[src/rtl/mem_if_pkg.sv]
// mem_if_pkg: shared types and constants for the data-memory path.
package mem_if_pkg;
    typedef enum logic [1:0] {IDLE, SETUP, ACCESS, HOLD} mem_state_e;
    localparam logic MEM_OP_READ         = 1'b0;
    localparam logic MEM_OP_WRITE        = 1'b1;
    localparam int   DEFAULT_WAIT_CYCLES = 2;
endpackage

[src/rtl/mem_wait_counter.sv]
// mem_wait_counter: loadable 4-bit down-counter that stops at zero.
// Ports: clk, rst (async, active-high), load_i/load_val_i load a new count,
// en_i decrements, zero_o flags a count of zero.
module mem_wait_counter (
    input  logic       clk,
    input  logic       rst,
    input  logic       load_i,
    input  logic       en_i,
    input  logic [3:0] load_val_i,
    output logic       zero_o
);
    logic [3:0] cnt_q, cnt_d;
    assign zero_o = cnt_q == 4'd0;
    assign cnt_d  = load_i ? load_val_i : (en_i && !zero_o) ? cnt_q - 4'd1 : cnt_q;
    always_ff @(posedge clk or posedge rst)
        if (rst) cnt_q <= 4'd0;
        else     cnt_q <= cnt_d;
endmodule

[src/rtl/sram_mem_port.sv]
// sram_mem_port: single-word load/store responder driving an async SRAM.
// Ports: req_* request handshake and payload in; rsp_valid/rsp_rdata one-cycle
// completion strobe and read data out; sram_* registered SRAM pins, with
// sram_dq_out/sram_dq_oe forming the tristate data driver.
module sram_mem_port
    import mem_if_pkg::*;
#(
    parameter int ADDR_W      = 16,
    parameter int DATA_W      = 16,
    parameter int WAIT_CYCLES = DEFAULT_WAIT_CYCLES
) (
    input  logic              clk,
    input  logic              rst,
    input  logic              req_valid,
    output logic              req_ready,
    input  logic              req_we,
    input  logic [ADDR_W-1:0] req_addr,
    input  logic [DATA_W-1:0] req_wdata,
    output logic              rsp_valid,
    output logic [DATA_W-1:0] rsp_rdata,
    output logic [ADDR_W-1:0] sram_addr,
    output logic [DATA_W-1:0] sram_dq_out,
    output logic              sram_dq_oe,
    input  logic [DATA_W-1:0] sram_dq_in,
    output logic              sram_ce_n,
    output logic              sram_oe_n,
    output logic              sram_we_n
);
    if (WAIT_CYCLES < 1 || WAIT_CYCLES > 15) begin : g_bad_wait
        $error("sram_mem_port: WAIT_CYCLES must be within 1..15");
    end
    localparam logic [3:0] LOAD_VAL = 4'(WAIT_CYCLES - 1);
    mem_state_e        state_q;
    logic              we_q, ready_q, rsp_valid_q, dq_oe_q, ce_n_q, oe_n_q, we_n_q;
    logic [DATA_W-1:0] rdata_q, dq_out_q;
    logic [ADDR_W-1:0] addr_q;
    logic              wait_zero;
    mem_wait_counter u_wait (
        .clk        (clk),
        .rst        (rst),
        .load_i     (state_q == SETUP),
        .en_i       (state_q == ACCESS),
        .load_val_i (LOAD_VAL),
        .zero_o     (wait_zero)
    );
    // Pins are registered from the state being entered, so each cycle shows
    // the pin levels of the state it is in with no path from req_* to pins.
    always_ff @(posedge clk or posedge rst) begin
        if (rst) begin
            state_q     <= IDLE;
            we_q        <= MEM_OP_READ;
            ready_q     <= 1'b1;
            rsp_valid_q <= 1'b0;
            rdata_q     <= '0;
            addr_q      <= '0;
            dq_out_q    <= '0;
            dq_oe_q     <= 1'b0;
            ce_n_q      <= 1'b1;
            oe_n_q      <= 1'b1;
            we_n_q      <= 1'b1;
        end else begin
            case (state_q)
                IDLE: begin
                    rsp_valid_q <= 1'b0;
                    if (req_valid) begin
                        state_q <= SETUP;
                        ready_q <= 1'b0;
                        we_q    <= req_we;
                        addr_q  <= req_addr;
                        ce_n_q  <= 1'b0;
                        if (req_we == MEM_OP_WRITE) begin
                            dq_oe_q  <= 1'b1;
                            dq_out_q <= req_wdata;
                        end else begin
                            oe_n_q <= 1'b0;
                        end
                    end
                end
                SETUP: begin
                    state_q <= ACCESS;
                    we_n_q  <= we_q != MEM_OP_WRITE;
                end
                ACCESS: begin
                    if (wait_zero) begin
                        state_q <= HOLD;
                        we_n_q  <= 1'b1;
                        oe_n_q  <= 1'b1;
                        if (we_q == MEM_OP_READ) rdata_q <= sram_dq_in;
                    end
                end
                HOLD: begin
                    state_q     <= IDLE;
                    ce_n_q      <= 1'b1;
                    dq_oe_q     <= 1'b0;
                    rsp_valid_q <= 1'b1;
                    ready_q     <= 1'b1;
                end
            endcase
        end
    end
    assign req_ready   = ready_q;
    assign rsp_valid   = rsp_valid_q;
    assign rsp_rdata   = rdata_q;
    assign sram_addr   = addr_q;
    assign sram_dq_out = dq_out_q;
    assign sram_dq_oe  = dq_oe_q;
    assign sram_ce_n   = ce_n_q;
    assign sram_oe_n   = oe_n_q;
    assign sram_we_n   = we_n_q;
endmodule

[config.mk]
export PLATFORM = sky130hd
export DESIGN_NAME = sram_mem_port
export DESIGN_NICKNAME = d
export VERILOG_FILES = /design/src/rtl/mem_if_pkg.sv /design/src/rtl/mem_wait_counter.sv /design/src/rtl/sram_mem_port.sv
export SDC_FILE = /design/constraint.sdc
export NUM_CORES = 1
export LEC_CHECK = 0
export CAP_MARGIN = 20
export CORE_MARGIN = 1
export CORE_UTILIZATION = 38
export DETAILED_ROUTE_END_ITERATION = 12
export MAX_ROUTING_LAYER = met4
export PLACE_DENSITY = 0.76
export SLEW_MARGIN = 20
export SYNTH_ARGS = -nofsm -noshare
export SYNTH_HDL_FRONTEND = slang
export SYNTH_HIERARCHICAL = 1
export SYNTH_SLANG_ARGS = --single-unit
[constraint.sdc]
create_clock -name clk -period 2.2 [get_ports clk]
set_clock_uncertainty 0.2 [all_clocks]
set_input_delay 0.66 -clock clk [delete_from_list [all_inputs] [get_ports clk]]
set_output_delay 0.66 -clock clk [all_outputs]
set_load 0.05 [all_outputs]
# After elaboration in Yosys (flattened, before gate mapping)
# Index checks and enable logic that the tools add are counted.
# totals
reg_bits,60
latchBits,0
mem_bits_rw,0
romBits,0
out_inout_bits,54
word_cells,52
mem_count,0
# op_classes
addsub,1
multipliers,0
div_mod_pow,0
n_lt_le_gt_ge,0
eq_ne,7
shift,0
muxes,16
bitwise,1
reduce_logical,16
# op_table
cell,count
one-hot mux 1 bit (2 select lines),5
AND reduction 3 bit,3
2-to-1 mux 4 bit,2
"inequality test 2 bit, second input constant",4
one-hot mux 2 bit (4 select lines),1
AND reduction 2 bit,4
nonzero test 2 bit,4
2-to-1 mux 1 bit,6
"== test 2 bit, second input constant",2
logical NOT 4 bit,1
2-to-1 mux 2 bit,2
AND reduction 4 bit,1
"subtractor 4 x 1 -> 4 bit, second input constant",1
"== test 2 x 1 -> 1 bit, second input constant",1
logical NOT 2 bit,1
logical AND 1 bit,1
logical NOT 1 bit,1
inverter 1 bit,1

# Logic depth before layout (Yosys ltp)
# logic_depth
depth_word,5
mapped_depth,7
depth_no_buf,7

# Modules after synthesis
# The synthesis kept the hierarchy.
# modules_own_cells
module,instances,cells_per_inst,area_each_um2
sram_mem_port,1,145,2258.4
mem_wait_counter,1,28,256.5

# Worst setup path after synthesis
# Ideal clock, no wire load.
# synth_path
path_kind,reg2reg
start,reg u_wait.cnt_q[0]
end,"reg rdata_q[0], in the netlist rsp_rdata[0]"
setup_ns,0.125
arrival_time_ns,1.712
path_slack_ns,0.163
path_stages_with_launch,8
path_buffers,1
cell_sequence,dfrtp_1 inv_1 ha_1 or3b_4 inv_1 nand3b_4 clkbuf_8 mux2_2
# synth_between
elab_chain_len,2
# synth_lines
item,line_no,source
from (decl),mem_wait_counter.sv:12,"logic [3:0] cnt_q, cnt_d;"
from (signal assigned),mem_wait_counter.sv:17,else cnt_q <= cnt_d;
logical NOT 4 bit,mem_wait_counter.sv:13,assign zero_o = cnt_q == 4'd0;
named net wait_zero,sram_mem_port.sv:37,logic wait_zero;
AND reduction 3 bit (no line),--,
to (signal assigned),sram_mem_port.sv:88,if (we_q == MEM_OP_READ) rdata_q <= sram_dq_in;
to (decl),sram_mem_port.sv:35,"logic [DATA_W-1:0] rdata_q, dq_out_q;"
# The timed path passes the listed nets, and every way through them passes these cells.
# A chain may end at the register's enable or synchronous reset.

# Worst setup path in the final report
# layout_path
start,reg u_wait.cnt_q[0]
end,"reg rdata_q[5], in the netlist rsp_rdata[5]"
# The elaborated chain is that of the path after synthesis.

==> flow_metrics.tcl <==
set metrics [dict create \
    setup_violations 0 \
    ys_ff_latch 60 \
    wl_mm 5.57 \
    dieWidth_um 83.4 \
    vias 1831 \
    grt-ovfl-total 0 \
    gr-usage-all-layers_pct 16.9 \
    grt_max_degree 28 \
    fp.dieArea_um2 6950 \
    wire_per_inst_um 14.8 \
    clk_pin_slew_ps 70 \
    syn_inst 173 \
    io-pin-count 106 \
    synth_warnings 6 \
    drv_cap 0 \
    htree_levels 3 \
    dpl.hpwl_mm 3.97 \
    antenna_cells 0 \
    crit_path_end_kind "flop" \
    drc 0 \
    start_kind "flop" \
    crit_required_ps 2210 \
    hold_path_class "flop to flop" \
    synth_top_area_share_pct 56.7 \
    synthArstFlopShare_pct 100 \
    gp_congestion 0.768 \
    finalMaxSlewViolations 0 \
    cts_made_buffers 9 \
    rows 29 \
    worst-path-max-fanout 8 \
    clock_path_buffers 2 \
    clockRootBuffer "clkbuf_8" \
    synth_area_leader_cell "dfrtp_1" \
    drive_above_1_share_pct 47.5 \
    synthToLayoutAreaGrowth_pct 55.0 \
    worstSkewPairLatency_ps 330 \
    synthDistinctLibCells 37 \
    synth_area_um2 2510 \
    antenna_found_initial 0 \
    critPathKind "flop to flop" \
    portBuffers 105 \
    cts_sinks 60 \
    hold_viol_final 0 \
    crit_arrival_ps 2090 \
    first_pass_iters 4 \
    outcome "complete, no violations" \
    vias_per_cell 4.87 \
    ant_nets 0 \
    die_h_um 83.4 \
    seq_area_frac_synth_pct 59.9 \
    grt_pass1_wl_mm 8.96 \
    syn_avg_cell_area_um2 14.5 \
    drtIter0Drc 53 \
    core_area_um2 6390 \
    max_freq_ghz 0.481 \
    period_share_pct 94.4 \
    synth.area.top_cells "dfrtp_1 (57%), mux2_2 (22%), dfstp_2 (3.1%), ha_1 (3.0%), a21oi_1 (1.2%)" \
    post_cts_buffers 0 \
    final_nets 352 \
    rsz0062_at_grt "no" \
    grt_pass1_vias 1886 \
    initial_utilization_pct 39.4 \
    synth-edff-count 0 \
    fin_crit_ps 2080 \
    cts_tree "yes" \
    synth-main-ff-cell "dfrtp_1" \
    fin_tns_setup_ps 0 \
]
[kinds of logic after synthesis]
family                     Yosys count  share of synthesized area [%]
other                                2                          0.299
DFF                                 60                           59.9
muxes                               50                           22.4
AOI/OAI and AO/OA                   19                           4.83
buffers and inverters               12                           2.79
adders and majority gates            6                           2.98
and+or+nand+nor                     24                           6.87
[cells in the mapped netlist, drive strengths merged (2+ instances only)]
| cell | number |
|---|---|
| nand2 | 5 |
| nor2 | 2 |
| mux2 | 50 |
| dfstp | 3 |
| ha | 6 |
| a21oi | 6 |
| a31oi | 2 |
| nand3 | 2 |
| o21ai | 5 |
| dfrtp | 57 |
| o22a | 2 |
| conb | 2 |
| nand2b | 3 |
| buf | 4 |
| nor3b | 2 |
| inv | 7 |
[sequential cells by signal, indices dropped and copies added, names as in the netlist]
name          flops
rsp_rdata        16
rsp_valid         1
sram_addr        16
sram_ce_n         1
sram_dq_oe        1
sram_dq_out      16
sram_oe_n         1
sram_we_n         1
state_q           2
u_wait/cnt_q      4
we_q              1
[layer usage]
| metal | GRT usage (%) | share of wire, % | routed length, um | vias up |
|---|---|---|---|---|
| met2 | 26.4 | 50 | 2790 | 72 |
| li1 | - | - | - | 857 |
| met4 | 7.52 | 1.3 | 74 | 0 |
| met5 | - | 0 | 0 | - |
| met3 | 4.37 | 6.4 | 356 | 9 |
| met1 | 20.8 | 42 | 2350 | 893 |
[final timing paths]
kind	startpoint	end	slack, ps	depth (start not counted)
setup / recovery	u_wait/cnt_q[0]	rsp_rdata[5]	120	6
hold / removal	sram_addr[1]	sram_addr[1]	310	1
setup reg to reg	u_wait/cnt_q[0]	rsp_rdata[5]	120	6
hold reg to reg	sram_addr[1]	sram_addr[1]	310	1
max in group asynchronous	rst	sram_ce_n	840	3
min in group asynchronous	rst	u_wait/cnt_q[0]	400	2
[critical path: stages (launching register included)]
cell and delay [ps]:
dfrtp_1 390, inv_1 100, ha_1 200, or3b_4 430
clkinvlp_4 160, nand3b_4 160, mux2_2 310
[layout make-up]
cell class | count | area [um^2]
Inverter | 7 | 33.8
Tap cell | 77 | 96.3
Fill cell | 530 | 2490
Sequential cell | 60 | 1510
Clock inverter | 7 | 100
Timing Repair Buffer | 112 | 1070
Multi-Input combinational cell | 104 | 970
Clock buffer | 9 | 124
[stage by stage]
| stage | util [%] | instances | cell area [um^2] | setup slack [ps] | hold WS, ps |
|---|---|---|---|---|---|
| floorplan | - | 175 | 2530 | 163 | 226 |
| global placement | 57.1 | 359 | 3650 | 64.6 | 287 |
| detailed placement | 57.1 | 359 | 3650 | 45.3 | 295 |
| CTS | 60.6 | 375 | 3870 | 43.4 | 310 |
| global route | 61.0 | 376 | 3900 | 47.0 | 319 |
| finish | 61.0 | 376 | 3900 | 122 | 308 |
[what timing repair did]
action,4_1_cts,5_1_grt
setup endpoints to repair,0,16
hold buffers,0,0
resized for setup,0,3
[layout by cell type, fill, tap and decap left out, types with 2 or more instances in the layout]
cell and count:
a21oi_1 6, a31oi_1 2, buf_12 8, buf_4 53
bufinv_16 2, clkbuf_8 9, clkdlybuf4s50_1 51, clkinv_4 3
clkinvlp_4 2, conb_1 4, dfrtp_1 57, dfstp_2 3
ha_1 5, inv_1 5, mux2_2 50, nand2_1 4
nand2b_1 3, nand3b_4 2, nor2_1 2, nor3b_1 2
o21ai_0 4
Power is left out: the tool's default activity adds up to more than one toggle a clock period on the data nets, which glitch-free logic cannot reach.
